==> config.mk <==
export PLATFORM = sky130hd
export DESIGN_NAME = led_arbiter
export DESIGN_NICKNAME = d
export VERILOG_FILES = /design/src/rtl/led_arbiter.sv
export SDC_FILE = /design/constraint.sdc
export NUM_CORES = 1
export LEC_CHECK = 0
export ABC_AREA = 0
export ABC_CLOCK_PERIOD_IN_PS = 2100
export CORE_MARGIN = 10
export CORE_UTILIZATION = 52
export DETAILED_ROUTE_END_ITERATION = 10
export PLACE_DENSITY = 0.75
export SYNTH_ARGS = -nofsm -noshare
export SYNTH_HDL_FRONTEND = slang
export SYNTH_SLANG_ARGS = --single-unit
==> constraint.sdc <==
create_clock -name clk -period 2.1 [get_ports clk]
set_clock_uncertainty 0.05 [all_clocks]
set_input_delay 0.21 -clock clk [delete_from_list [all_inputs] [get_ports clk]]
set_output_delay 0.21 -clock clk [all_outputs]
set_load 0.03 [all_outputs]
==> src/rtl/led_arbiter.sv <==
// Round-robin owner of the single status LED: grants one requester at a time, renders its pattern,
// forces an off-gap between owners. Define LED_ARB_PREEMPT_EN to rotate ownership after HOLD_TICKS.
module led_arbiter #(
  parameter int N_REQ      = 4,
  parameter int TICK_DIV   = 12000,
  parameter int SLOW_HALF  = 250,
  parameter int FAST_HALF  = 62,
  parameter int GAP_TICKS  = 100,
  parameter int HOLD_TICKS = 2000
) (
  input  logic               clk,
  input  logic               rst,
  input  logic [N_REQ-1:0]   req,
  input  logic [2*N_REQ-1:0] mode,
  output logic [N_REQ-1:0]   grant,
  output logic               led,
  output logic [1:0]         state_o
);

  localparam int IW = (N_REQ > 1) ? $clog2(N_REQ) : 1;
  localparam int DW = $clog2(TICK_DIV) + 1;
  localparam int PW = $clog2((SLOW_HALF > FAST_HALF) ? SLOW_HALF : FAST_HALF) + 1;
  localparam int GW = $clog2(GAP_TICKS) + 1;

  localparam logic [1:0] ST_IDLE  = 2'd0;
  localparam logic [1:0] ST_SERVE = 2'd1;
  localparam logic [1:0] ST_GAP   = 2'd2;

  logic [DW-1:0]    div_q;
  logic             tick;
  logic [1:0]       state_q, state_d;
  logic [IW-1:0]    ptr_q, ptr_d;
  logic [IW-1:0]    owner_q, owner_d;
  logic [1:0]       mode_q, mode_d;
  logic [PW-1:0]    phase_q, phase_d;
  logic             level_q, level_d;
  logic [GW-1:0]    gap_q, gap_d;
  logic [N_REQ-1:0] grant_q, grant_d;
  logic             led_q, led_d;
  logic [IW-1:0]    pick_idx;
  logic [PW-1:0]    half;
  logic [PW-1:0]    phase_inc;
  logic             leave_serve;
  int               rr_idx;

`ifdef LED_ARB_PREEMPT_EN
  localparam int HW = $clog2(HOLD_TICKS) + 1;
  logic [HW-1:0] hold_q, hold_d;
  logic          other_req;
  assign other_req = |(req & ~grant_q);
`endif

  assign tick      = (div_q == DW'(TICK_DIV - 1));
  assign half      = mode_q[0] ? PW'(FAST_HALF) : PW'(SLOW_HALF);
  assign phase_inc = phase_q + PW'(1);
  assign grant     = grant_q;
  assign led       = led_q;
  assign state_o   = state_q;

  // Scan from ptr+1 upward; iterating downward lets the nearest set request win last.
  always_comb begin
    pick_idx = '0;
    rr_idx   = 0;
    for (int i = N_REQ; i >= 1; i--) begin
      rr_idx = (int'(ptr_q) + i) % N_REQ;
      if (req[IW'(rr_idx)]) pick_idx = IW'(rr_idx);
    end
  end

  // req is a level: grant rises one cycle after a request is seen in IDLE and
  // falls one cycle after the owner's req drops; no other acknowledge exists.
  always_comb begin
    state_d     = state_q;
    ptr_d       = ptr_q;
    owner_d     = owner_q;
    mode_d      = mode_q;
    phase_d     = phase_q;
    level_d     = level_q;
    gap_d       = gap_q;
    leave_serve = 1'b0;
`ifdef LED_ARB_PREEMPT_EN
    hold_d      = hold_q;
`endif
    case (state_q)
      ST_IDLE: begin
        if (|req) begin
          state_d = ST_SERVE;
          owner_d = pick_idx;
          ptr_d   = pick_idx;
          mode_d  = mode[{pick_idx, 1'b0} +: 2];
          phase_d = '0;
          level_d = 1'b0;
`ifdef LED_ARB_PREEMPT_EN
          hold_d  = '0;
`endif
        end
      end
      ST_SERVE: begin
        if (tick && mode_q[1]) begin
          if (phase_inc == half) begin
            phase_d = '0;
            level_d = ~level_q;
          end else begin
            phase_d = phase_inc;
          end
        end
        leave_serve = ~req[owner_q];
`ifdef LED_ARB_PREEMPT_EN
        if (tick && (hold_q != HW'(HOLD_TICKS))) hold_d = hold_q + HW'(1);
        if ((hold_d == HW'(HOLD_TICKS)) && other_req) leave_serve = 1'b1;
`endif
        if (leave_serve) begin
          state_d = ST_GAP;
          // A tick in the exit cycle already counts toward the gap.
          gap_d   = tick ? GW'(1) : '0;
        end
      end
      ST_GAP: begin
        if (tick) gap_d = gap_q + GW'(1);
        if (gap_d >= GW'(GAP_TICKS)) state_d = ST_IDLE;
      end
      default: state_d = ST_IDLE;
    endcase

    grant_d = '0;
    led_d   = 1'b0;
    if (state_d == ST_SERVE) begin
      grant_d[owner_d] = 1'b1;
      case (mode_d)
        2'd0:    led_d = 1'b0;
        2'd1:    led_d = 1'b1;
        default: led_d = ~level_d;
      endcase
    end
  end

  always_ff @(posedge clk) begin
    if (rst) begin
      div_q   <= '0;
      state_q <= ST_IDLE;
      ptr_q   <= IW'(N_REQ - 1);
      owner_q <= '0;
      mode_q  <= '0;
      phase_q <= '0;
      level_q <= 1'b0;
      gap_q   <= '0;
      grant_q <= '0;
      led_q   <= 1'b0;
`ifdef LED_ARB_PREEMPT_EN
      hold_q  <= '0;
`endif
    end else begin
      div_q   <= tick ? '0 : div_q + DW'(1);
      state_q <= state_d;
      ptr_q   <= ptr_d;
      owner_q <= owner_d;
      mode_q  <= mode_d;
      phase_q <= phase_d;
      level_q <= level_d;
      gap_q   <= gap_d;
      grant_q <= grant_d;
      led_q   <= led_d;
`ifdef LED_ARB_PREEMPT_EN
      hold_q  <= hold_d;
`endif
    end
  end

endmodule

==> summary.md, run 1 <==
| Metric | Value |
|---|---|
| Run status | finished clean |
| Cell area reported after detailed placement | 3082 sq um |
| Number of nets still failing antenna checks after routing | 0 |
| Final hold violation count | 0 |
| Root cell of the clock tree | sky130_fd_sc_hd__clkbuf_8 |
| DRC viols | 0 |
| Io pins | 21 |
| Measured slew at the worst slew-check pin | ~0.42 ns |
| Main combinational cell family by area after synthesis | simple AND/OR/NAND/NOR gates |
| Tmin final | around 2.1 ns |
| Synthesized instance count | around 330 |
| Clock-pin slew reported for the worst setup and hold paths after clock tree synthesis | roughly 0.090 ns |
| Launch point of the worst reg-to-reg path | phase_q[0] |
| Critical-path cell list | ha_4, or4b_4, a21oi_2, o211ai_4, or3_4, a211oi_2 |
| R2R Setup Slk | about 0.012 ns |
| Inserted Clock Buffers | 5 |
| Arrival time worst endpoint | around 2.3 ns |
| Clock insertion delay at the later pin of the skew report | 0.30 ns |
| Crit-path slowest cell | sky130_fd_sc_hd__or4b_4 |
| Worst IR Drop VDD | 0.5383 mV |
| Number of inserted filler cells in the final layout | roughly 400 |
| Horizontal die dimension | a little over 90 um |
| Share of synthesized cell area in and, or, nand and nor gates | 0.2936 |
| Antenna diode count | 0 |
| Worst R2R Path Depth | 6 |
| Post-Place Setup Slack | -0.09323 ns |
| Number of global-route vias before repair | 2329 |
| Post-Layout Inst Area | between 3000 and 4000 sq um |
| Worst hold-check path type | reg2reg |
| Die area | 8321 sq um |
| Critical path startpoint category | register |
| Slew margin rel. | 0.7189 |
| Total Routing Usage GR | 0.1427 |
| Average wire length per cell after detail routing | approximately 14 um |
| Worst r2r dst | level_q |
| Hold worst-path end | div_q[0] |
| Number of buffers added to fix hold violations after cts | 0 |
| Most common cell after layout, fill and taps aside | sky130_fd_sc_hd__nor2_1 |
| Overall die height | approximately 91 um |
| Yosys warnings | 0 |
| Standard-cell row count | 25 |
| Count of maximum capacitance violations | 0 |
| Synthesis-to-finish area growth | 24.95% |
| Adder-Cell Fraction of Synth Area | 0.01898 |
| Startpoint of the worst hold path | div_q[0] |
| Avg Cell Area, Syn | between 8 and 9 sq um |
| Xor-xnor portion of the synthesized cell area | 0.06499 |
| Fraction of layout cells with a size suffix above 1 | 0.2054 |
| Class of the most critical setup path | reg2reg |
| Number of levels the H-tree was split into | 2 |
| Number of nets in the final layout | between 300 and 400 |
| Synth unique cells | 58 |
| Endpoint type of the worst setup path | register |
| Share of synthesized area spent on multiplexers | 0.03937 |
| Buffers added on ports | 20 |
| Wire length of the first global-routing pass | approximately 10000 um |
| Total leakage power | 1.253 nW |
| Number of iterations in the first detailed-routing pass | 4 |
| Fmax achieved | 478.8 MHz |
| Final worst path period share | 0.9945 |
| Proportion of register bits with asynchronous set or reset after synthesis | 0 |
| Sequential area share after synthesis | 0.3491 |
| Worst EP required | around 2.3 ns |
| Last weighted congestion value of the routability-driven placer | around 0.86 |
| Highest-count cells in the layout ignoring fill and taps | 48 x sky130_fd_sc_hd__nor2_1, 38 x sky130_fd_sc_hd__dfxtp_1, 30 x sky130_fd_sc_hd__buf_4 |
| Clock tree from TritonCTS | yes |
| Maximum number of pins on one net before global-route repair | 16 |
| Number of vias in the routed layout | roughly 2500 |
| Core area | slightly below 5000 sq um |
| Total wire length after detailed routing | approximately 6200 um |
| Ratio of routed vias to standard cells | around 5.6 |
| Largest stage delay, worst path | about 0.52 ns |
| Final setup violation count | 0 |
| Unrepaired setup endpoints after global routing | true |
| Worst hold-check slack | approximately 0.38 ns |
| Final Slew Violations | 0 |
| Primary FF master, synth | sky130_fd_sc_hd__dfxtp_1 |
| Syn_nets | between 300 and 400 |
| Power density over cell area | between 500 and 600 nW/um^2 |
| Worst setup slack after layout | 0.01151 ns |
| Number of antenna violations at the first check in global routing | 0 |
| Post-detail-place hpwl | between 4000 and 5000 um |
| Critical path fanouts, max | 5 |
| Worst hold path cell count | 1 |
| Clk buf depth | 2 |
| Clock Sinks | between 40 and 50 |
| Share of the synthesized area in compound gates (AO/OA/AOI/OAI) | 0.1879 |
| Overflow left after global routing | 0 |
| Detailed router's first-iteration violation count | about 120 |
| Netlist area before placement | approximately 2600 sq um |
| Initial Util | 0.5475 |
| Flop and latch count out of synthesis | 46 |
| Number of enable-type register cells in the synthesized netlist | 0 |
[how the worst max path moves through the flow]
stage                     startpoint          to  slack, ns  depth (start not counted)
after floorplan           phase_q[0]     level_q      0.004                          7
after global placement    phase_q[0]     level_q      -0.03                          6
after detailed placement  phase_q[0]     level_q      -0.09                          6
after global routing      phase_q[2]  phase_q[3]      -0.07                          8
final                     phase_q[0]     level_q       0.01                          6
after CTS                 phase_q[0]         led     -0.002                          8
[report_power, final]
group,switching [mW],internal [mW]
Clock,0.306,0.235
Combinational,0.249,0.216
Sequential,0.0457,0.917
Total,0.600,1.37
[critical path: cells and delay by family, from the launching register on]
kind	cells	cell delay, ns
flip-flops	1	0.38
adder cells (fa/ha/maj)	1	0.18
AO/OA/AOI/OAI	3	0.48
AND/OR/NAND/NOR	2	0.93
[cells by family (layout without fill, tap and decap cells)]
family | Yosys count | count (layout)
compound gates | 71 | 71
xor+xnor | 18 | 18
fa+ha+maj | 4 | 4
buf+inv | 26 | 70
flops | 46 | 46
mux | 9 | 9
simple gates | 152 | 152
[cells in the mapped netlist (all sizes together) (6+ instances only)]
cell / count / area [sq um]
nor2: 49 / 183.9
dfxtp: 46 / 920.9
nand2: 24 / 92.59
nand3: 23 / 115.1
a21oi: 22 / 110.1
clkbuf: 15 / 57.55
o21ai: 12 / 60.06
a31oi: 10 / 62.56
xor2: 10 / 87.58
and3: 8 / 50.05
buf: 7 / 48.79
mux2i: 7 / 70.07
xnor2: 7 / 61.31
and2: 6 / 37.54
nand4: 6 / 37.54
nor3: 6 / 30.03
[routing by layer]
metal / GRT usage / wire, um / part of all wire
met3: 0.04033 / 314 / 0.051
met4: 0.03655 / 104 / 0.017
met1: 0.1747 / 2843 / 0.46
met5: 0 / 0 / 0
met2: 0.2399 / 2914 / 0.47
[state kept, by name (all words and copies together), names as in the netlist]
register and count:
level_q 1, grant 4, div_q 15, gap_q 8, owner_q 2, mode_q 2, ptr_q 2, state_o 2
led 1, phase_q 9
[timing repair]
| item | in CTS | in global routing |
|---|---|---|
| endpoints found under the setup margin | 3 | 15 |
| pin swaps | 2 | 14 |
| resized for setup | 6 | 26 |
| buffers inserted | 0 | 3 |
| gates cloned | 0 | 0 |
[cell type report]
type,count,area [sq um],share of cell area
clock inverter,3,18.77,0.005695
multi-input combinational,254,1655,0.5023
sequential,46,938.4,0.2847
inverter,4,15.01,0.004556
tap,67,83.83,0.02544
timing repair buffer,58,515.5,0.1564
clock buffer,5,68.82,0.02088
[through the flow]
| stage | utilization | TNS, ns | total power [mW] | instances |
|---|---|---|---|---|
| 2_1_floorplan | - | 0 | 1.268 | 326 |
| 6_report | 0.6842 | 0 | 1.968 | 437 |
| 3_3_place_gp | 0.6397 | -0.04465 | 1.438 | 426 |
| 3_5_place_dp | 0.6397 | -0.1321 | 1.448 | 426 |
| 5_1_grt | 0.6842 | -0.3159 | 2.075 | 437 |
| 4_1_cts | 0.6605 | -0.002107 | 1.989 | 434 |
(Power assumes the default switching activity.)
==> inputs of run 2 (changes only) <==
--- a/config.mk
+++ b/config.mk
@@ -6,11 +6,11 @@
 export NUM_CORES = 1
 export LEC_CHECK = 0
 export ABC_AREA = 0
-export ABC_CLOCK_PERIOD_IN_PS = 2100
+export ABC_CLOCK_PERIOD_IN_PS = 2300
 export CORE_MARGIN = 10
-export CORE_UTILIZATION = 52
+export CORE_UTILIZATION = 55
 export DETAILED_ROUTE_END_ITERATION = 10
-export PLACE_DENSITY = 0.75
+export PLACE_DENSITY = 0.76
 export SYNTH_ARGS = -nofsm -noshare
 export SYNTH_HDL_FRONTEND = slang
 export SYNTH_SLANG_ARGS = --single-unit
==> constraint.sdc (replaced) <==
create_clock -name clk -period 2.3 [get_ports clk]
set_clock_uncertainty 0.05 [all_clocks]
set_input_delay 0.23 -clock clk [delete_from_list [all_inputs] [get_ports clk]]
set_output_delay 0.23 -clock clk [all_outputs]
set_load 0.03 [all_outputs]
==> run 2 against run 1 <==
Compared with the run above:
- register-to-register slack gained 0.11 ns
- global-route usage grew 0.80 points
- sequential share of layout area grew 1.9 points
- fmax shrank 4.3%
- sequential power shrank 8.4%
- via count shrank 5.2%
- hold slack gained 0.040 ns
- critical path depth grew 1
- largest cell class unchanged
- largest power group unchanged
- die area shrank 4.3%
- combinational power shrank 12%
==> summary.md, run 2 (synthesis results as in run 1) <==
| Metric | Value |
|---|---|
| Run status | finished clean |
| Total wire length after detailed routing | 5578 um (-9.7%) |
| Horizontal die dimension | 89.25 um (-2.2%) |
| Worst EP required | 2.49 ns (+0.22 ns) |
| Max reg flops | 15 (unchanged) |
| Core area | 4692 sq um (-2.6%) |
| Post-Place Setup Slack | 0.07802 ns (+0.1713 ns) |
| Post-Layout Inst Area | 3035 sq um (-7.9%) |
| Fmax achieved | 458.1 MHz (-4.3%) |
| Post-detail-place hpwl | 4164 um (-8.0%) |
| Most common cell after layout, fill and taps aside | sky130_fd_sc_hd__nor2_1 |
| Clock-pin slew reported for the worst setup and hold paths after clock tree synthesis | 0.09 ns (about the same) |
| Number of inserted filler cells in the final layout | 403 (+1.0%) |
| Global Route met1 Usage | 0.1816 (+0.006959) |
| Standard-cell row count | 25 (unchanged) |
| Maximum number of pins on one net before global-route repair | 21 (+5) |
| Final setup violation count | 0 (unchanged) |
| Root cell of the clock tree | sky130_fd_sc_hd__clkbuf_8 |
| Total Routing Usage GR | 0.1507 (+0.008024) |
| Total placed cells including tap cells | 396 (-7.0%) |
| Unrepaired setup endpoints after global routing | false |
| Initial Util | 0.5621 (+0.01460) |
| Clock insertion delay at the later pin of the skew report | 0.30 ns (about the same) |
| Number of buffers inserted by post-CTS setup repair | 0 (unchanged) |
| GR peak layer | met2 |
| Last weighted congestion value of the routability-driven placer | 0.8676 (+0.70%) |
| Final design utilization | 0.6469 (-0.03722) |
| Buffers added on ports | 20 (unchanged) |
| Detailed router's first-iteration violation count | 130 (+5.7%) |
| Count of maximum capacitance violations | 0 (unchanged) |
| Final sum of negative setup slack | 0 ns (unchanged) |
| Critical path startpoint category | register |
| Number of antenna violations at the first check in global routing | 0 (unchanged) |
| Inserted Clock Buffers | 5 (unchanged) |
| Met2 usage in global routing | 0.2475 (+0.007668) |
| Final Power | 1.807 mW (-8.2%) |
| Antenna diode count | 0 (unchanged) |
| Number of vias in the routed layout | 2339 (-5.2%) |
| Worst hold-check slack | 0.4220 ns (+0.04022 ns) |
| Critical path fanouts, max | 9 (+4) |
| Clock tree from TritonCTS | yes |
| Class of the most critical setup path | reg2reg |
| Worst hold-check path type | reg2reg |
| GRT met3 Usage | 0.05014 (+0.009808) |
| Largest registers in the final layout | div_q: 15 flops, phase_q: 9 flops, gap_q: 8 flops |
| Sequential cell area in the final layout | 923.4 sq um (-1.6%) |
| DRC viols | 0 (unchanged) |
| Final worst path period share | 0.9490 (-0.04547) |
| Area used by multi-input combinational logic | 1602 sq um (-3.3%) |
| Number of iterations in the first detailed-routing pass | 4 (unchanged) |
| Number of levels the H-tree was split into | 2 (unchanged) |
| Tmin final | 2.183 ns (+0.09431 ns) |
| Die area | 7966 sq um (-4.3%) |
| Worst IR Drop VDD | 0.4511 mV (-16%) |
| Slew margin rel. | 0.7031 (-0.01573) |
| Overflow left after global routing | 0 (unchanged) |
| Number of global-route vias before repair | 2187 (-6.1%) |
| Clock Sinks | 46 (unchanged) |
| Total leakage power | 1.121 nW (-11%) |
| Average wire length per cell after detail routing | 13.81 um (-2.3%) |
| Highest-count cells in the layout ignoring fill and taps | 49 x sky130_fd_sc_hd__nor2_1, 44 x sky130_fd_sc_hd__dfxtp_1, 23 x sky130_fd_sc_hd__nand3_1, 23 x sky130_fd_sc_hd__nand2_1, 21 x sky130_fd_sc_hd__a21oi_1 |
| Io pins | 21 (unchanged) |
| Overall die height | 89.25 um (-2.2%) |
| Final Slew Violations | 0 (unchanged) |
| Endpoint type of the worst setup path | register |
| Power density over cell area | 595.3 nW/um^2 (-0.30%) |
| Wire length of the first global-routing pass | 9708 um (-5.8%) |
| Worst setup slack after layout | 0.1172 ns (+0.1057 ns) |
| Largest register by flop count | div_q |
| Measured slew at the worst slew-check pin | 0.4437 ns (+0.02636 ns) |
| Ratio of routed vias to standard cells | 5.790 (+2.6%) |
| Fraction of layout cells with a size suffix above 1 | 0.1143 (-0.09112) |
| Number of nets in the final layout | 367 (-5.2%) |
| Number of nets still failing antenna checks after routing | 0 (unchanged) |
| Clk buf depth | 2 (unchanged) |
| Final hold violation count | 0 (unchanged) |
| Post-Layout Cell Count | 404 (-7.6%) |
| Synthesis-to-finish area growth | 15.09% |
| Cell area reported after detailed placement | 2934 sq um (-4.8%) |
| Arrival time worst endpoint | 2.37 ns (+0.11 ns) |
==> run 2: cell count changes in the layout (fill, tap and decap cells not counted), sizes merged <==
cell and delta:
clkinvlp +2, clkinv -2, buf -20
==> run 2: where the power goes <==
group          internal (mW)  switching [mW]  leakage (nW)
clock network          0.218           0.298        0.0408
logic                  0.189           0.222         0.706
registers              0.839          0.0418         0.375
total                   1.25           0.561          1.12
==> run 2: worst paths after layout <==
check	slack (ns)	end	cells past startpoint	start
setup / recovery	0.12	led	7	phase_q[4]
hold / removal	0.42	div_q[0]	1	div_q[0]
setup reg to reg	0.12	led	7	phase_q[4]
hold reg to reg	0.42	div_q[0]	1	div_q[0]
==> run 2: timing repair <==
| item | in CTS | in global routing |
|---|---|---|
| endpoints found under the hold margin | 0 | 0 |
| gates resized for setup | 0 | 4 |
| setup endpoints to repair | 0 | 2 |
| hold buffers | 0 | 0 |
==> run 2: layer usage <==
layer  up-vias  part of all wire
met4         0            0.0099
met2        45              0.46
met5         -                 0
li1       1211                 -
met1      1077              0.47
met3         6             0.054
==> run 2: worst max-delay path, stage by stage, from the launching register on <==
cell and delay (ns):
sky130_fd_sc_hd__dfxtp_2 0.37, sky130_fd_sc_hd__and4_1 0.25, sky130_fd_sc_hd__buf_4 0.16, sky130_fd_sc_hd__nor4bb_1 0.14, sky130_fd_sc_hd__a311o_1 0.37, sky130_fd_sc_hd__o211ai_4 0.22
sky130_fd_sc_hd__mux2_2 0.36, sky130_fd_sc_hd__a211oi_2 0.20
==> run 2: cell type report <==
| type | count | area share |
|---|---|---|
| well taps | 54 | 0.02226 |
| flip-flops and latches | 46 | 0.3042 |
| inverters | 4 | 0.004946 |
| repair buffers | 38 | 0.1105 |
| clock buffers | 5 | 0.02267 |
| multi-input cells | 254 | 0.5276 |
| clock inverters | 3 | 0.007832 |
==> inputs of run 3 (changes only) <==
--- a/config.mk
+++ b/config.mk
@@ -8,9 +8,9 @@
 export ABC_AREA = 0
 export ABC_CLOCK_PERIOD_IN_PS = 2300
 export CORE_MARGIN = 10
-export CORE_UTILIZATION = 55
+export CORE_UTILIZATION = 58
 export DETAILED_ROUTE_END_ITERATION = 10
-export PLACE_DENSITY = 0.76
+export PLACE_DENSITY = 0.79
 export SYNTH_ARGS = -nofsm -noshare
 export SYNTH_HDL_FRONTEND = slang
 export SYNTH_SLANG_ARGS = --single-unit
==> run 3 against run 2 <==
Compared with the run above:
- utilization up 5.0 points
- global-route usage increased by 0.47 points
- clock power up 19%
- count of clock-buffer cells in the layout did not move
- routed wire length up 5.6%
- design area grew 0.66%
- sequential share of layout area down 0.12 points
- critical path depth unchanged
- die area is 4.0% lower
==> summary.md, run 3 (synthesis results as in run 1) <==
| Metric | Value |
|---|---|
| Run status | finished clean |
| Fmax achieved | 460.0 MHz (+0.40%) |
| Buffers added on ports | 20 (unchanged) |
| Clk buf depth | 2 (unchanged) |
| Wire length of the first global-routing pass | 9942 um (+2.4%) |
| Switching power | 0.5520 mW (-1.6%) |
| Worst IR Drop VDD | 0.5816 mV (+29%) |
| Die area | 7645 sq um (-4.0%) |
| Final worst path period share | 0.9452 (-0.003804) |
| Fraction of layout cells with a size suffix above 1 | 0.1232 (+0.008923) |
| Number of buffers added to fix hold violations after cts | 0 (unchanged) |
| Final Slew Violations | 0 (unchanged) |
| Antenna diode count | 0 (unchanged) |
| Maximum number of pins on one net before global-route repair | 26 (+24%) |
| R2R Setup Slk | 0.13 ns (about the same) |
| DRC viols | 0 (unchanged) |
| Average wire length per cell after detail routing | 14.69 um (+6.4%) |
| Critical path startpoint category | register |
| Last weighted congestion value of the routability-driven placer | 0.8331 (-4.0%) |
| Worst hold path cell count | 1 (unchanged) |
| Final hold violation count | 0 (unchanged) |
| Total leakage power | 1.136 nW (+1.3%) |
| Hold worst-path end | div_q[0] |
| Number of global-route vias before repair | 2181 (-0.27%) |
| Startpoint of the worst hold path | div_q[0] |
| Horizontal die dimension | 87.44 um (-2.0%) |
| Endpoint type of the worst setup path | register |
| Crit-path slowest cell | sky130_fd_sc_hd__or4b_1 |
| Number of vias in the routed layout | 2408 (+2.9%) |
| Number of levels the H-tree was split into | 2 (unchanged) |
| Int Pwr | 1.357 mW (+8.9%) |
| Crit path buf inv count | 1 (unchanged) |
| Number of nets still failing antenna checks after routing | 0 (unchanged) |
| Initial Util | 0.6016 (+0.03946) |
| Post-detail-place hpwl | 4244 um (+1.9%) |
| Most common cell after layout, fill and taps aside | sky130_fd_sc_hd__nor2_1 |
| Relative contribution of sequential cells to total power | 0.461 (-0.027) |
| Ratio of routed vias to standard cells | 6.005 (+3.7%) |
| Worst EP required | 2.47 ns (-0.02 ns) |
| Largest registers in the final layout | div_q: 15 flops, phase_q: 9 flops, gap_q: 8 flops |
| Highest-count cells in the layout ignoring fill and taps | 48 x sky130_fd_sc_hd__nor2_1, 42 x sky130_fd_sc_hd__dfxtp_1, 23 x sky130_fd_sc_hd__nand3_1, 23 x sky130_fd_sc_hd__nand2_1, 21 x sky130_fd_sc_hd__a21oi_1 |
| Largest register by flop count | div_q |
| Worst R2R Path Depth | 7 (unchanged) |
| Root cell of the clock tree | sky130_fd_sc_hd__clkbuf_8 |
| Count of maximum capacitance violations | 0 (unchanged) |
| Cell family with the largest share of critical-path delay | simple AND/OR/NAND/NOR gates |
| Standard-cell row count | 24 (-4.0%) |
| Class of the most critical setup path | reg2reg |
| Clock Sinks | 46 (unchanged) |
| Critical path fanouts, max | 7 (-2) |
| Detailed router's first-iteration violation count | 159 (+22%) |
| Launch point of the worst reg-to-reg path | phase_q[1] |
| Core area | 4384 sq um (-6.6%) |
| Number of nets in the final layout | 366 (-0.27%) |
| Number of iterations in the first detailed-routing pass | 4 (unchanged) |
| Tmin final | 2.174 ns (-0.008750 ns) |
| Final setup violation count | 0 (unchanged) |
| Total Routing Usage GR | 0.1554 (+0.004745) |
| Switching Share | 0.2892 (-0.02137) |
| Max reg flops | 15 (unchanged) |
| Worst hold-check slack | 0.4486 ns (+0.02660 ns) |
| Total wire length after detailed routing | 5891 um (+5.6%) |
| Synthesis-to-finish area growth | 15.84% |
| Slew margin rel. | 0.7083 (+0.005187) |
| Measured slew at the worst slew-check pin | 0.4329 ns (-0.01072 ns) |
| Overflow left after global routing | 0 (unchanged) |
| Number of antenna violations at the first check in global routing | 0 (unchanged) |
| Overall die height | 87.44 um (-2.0%) |
| Inserted Clock Buffers | 5 (unchanged) |
| Arrival time worst endpoint | 2.35 ns (-0.02 ns) |
| Largest stage delay, worst path | 0.49 ns (+0.12 ns) |
| Logic pwr share | 0.219 (-0.008) |
| Power density over cell area | 624.8 nW/um^2 (+4.9%) |
| Unrepaired setup endpoints after global routing | false |
| Clock insertion delay at the later pin of the skew report | 0.30 ns (about the same) |
| Clock-pin slew reported for the worst setup and hold paths after clock tree synthesis | 0.08 ns (about the same) |
| Worst r2r dst | level_q |
| Final Power | 1.909 mW (+5.6%) |
| Final sum of negative setup slack | 0 ns (unchanged) |
| Clock tree from TritonCTS | yes |
| Worst hold-check path type | reg2reg |
| Clock group share of total power | 0.320 (+0.035) |
| Critical-path cell list | buf_4, nand2_1, or4b_1, a21oi_2, o211ai_4, or3_1, a211oi_2 |
| Io pins | 21 (unchanged) |
## run 3: cell count changes in the layout (fill, tap and decap cells not counted), sizes merged
cell / previous run / this run
clkinv: 0 / 1
bufinv: 0 / 1
clkinvlp: 2 / 0
buf: 18 / 17
## run 3: what timing repair did
item                                    in CTS  in global routing
setup buffers                                0                  0
resized for setup                            1                  7
endpoints found under the setup margin       1                  9
## run 3: power by group through the flow
stage	combinational, mW	sequential [mW]	clock, mW
CTS	0.418	0.879	0.622
global placement	0.410	0.895	0
floorplan	0.237	0.921	0
global route	0.459	0.885	0.654
finish	0.418	0.880	0.612
detailed placement	0.416	0.898	0
## run 3: worst reg2reg max path, cell delays in order (launching register included)
cell                       delay, ns
sky130_fd_sc_hd__dfxtp_1        0.41
sky130_fd_sc_hd__buf_4          0.18
sky130_fd_sc_hd__nand2_1        0.07
sky130_fd_sc_hd__or4b_1         0.49
sky130_fd_sc_hd__a21oi_2        0.23
sky130_fd_sc_hd__o211ai_4       0.10
sky130_fd_sc_hd__or3_1          0.35
sky130_fd_sc_hd__a211oi_2       0.22
## run 3: worst max path at each step
stage | start | to | slack (ns) | cells past startpoint
5_1_grt | phase_q[4] | phase_q[6] | 0.005 | 7
4_1_cts | phase_q[0] | level_q | 0.05 | 6
3_5_place_dp | phase_q[0] | level_q | 0.01 | 6
6_report | phase_q[1] | level_q | 0.13 | 7
3_3_place_gp | phase_q[0] | level_q | 0.06 | 6
2_1_floorplan | phase_q[4] | led | 0.13 | 8
## run 3: cell type report
class                   instances  area [sq um]
multi-input cells             254          1609
fillers                       352          1329
flip-flops and latches         46         925.9
repair buffers                 37         327.8
clock buffers                   5         68.82
well taps                      52         65.06
clock inverters                 3         43.79
inverters                       4         15.01
## run 3: routing by layer
metal	vias to the layer above	wire [um]	part of all wire	GRT usage
li1	1207	-	-	-
met1	1127	2584	0.44	0.2007
met2	64	2857	0.48	0.2460
met3	10	381	0.065	0.04401
met4	0	68	0.012	0.04203
met5	-	0	0	0
## run 3: metrics by stage
step                      utilization  setup WS, ns  std cells  cell area, sq um
after global placement         0.6670       0.06066        393              2924
after CTS                      0.6935       0.04536        401              3040
final                          0.6969        0.1259        401              3055
after detailed placement       0.6670       0.01291        393              2924
after floorplan                     -        0.1275        326              2638
after global routing           0.6969      0.005100        401              3055
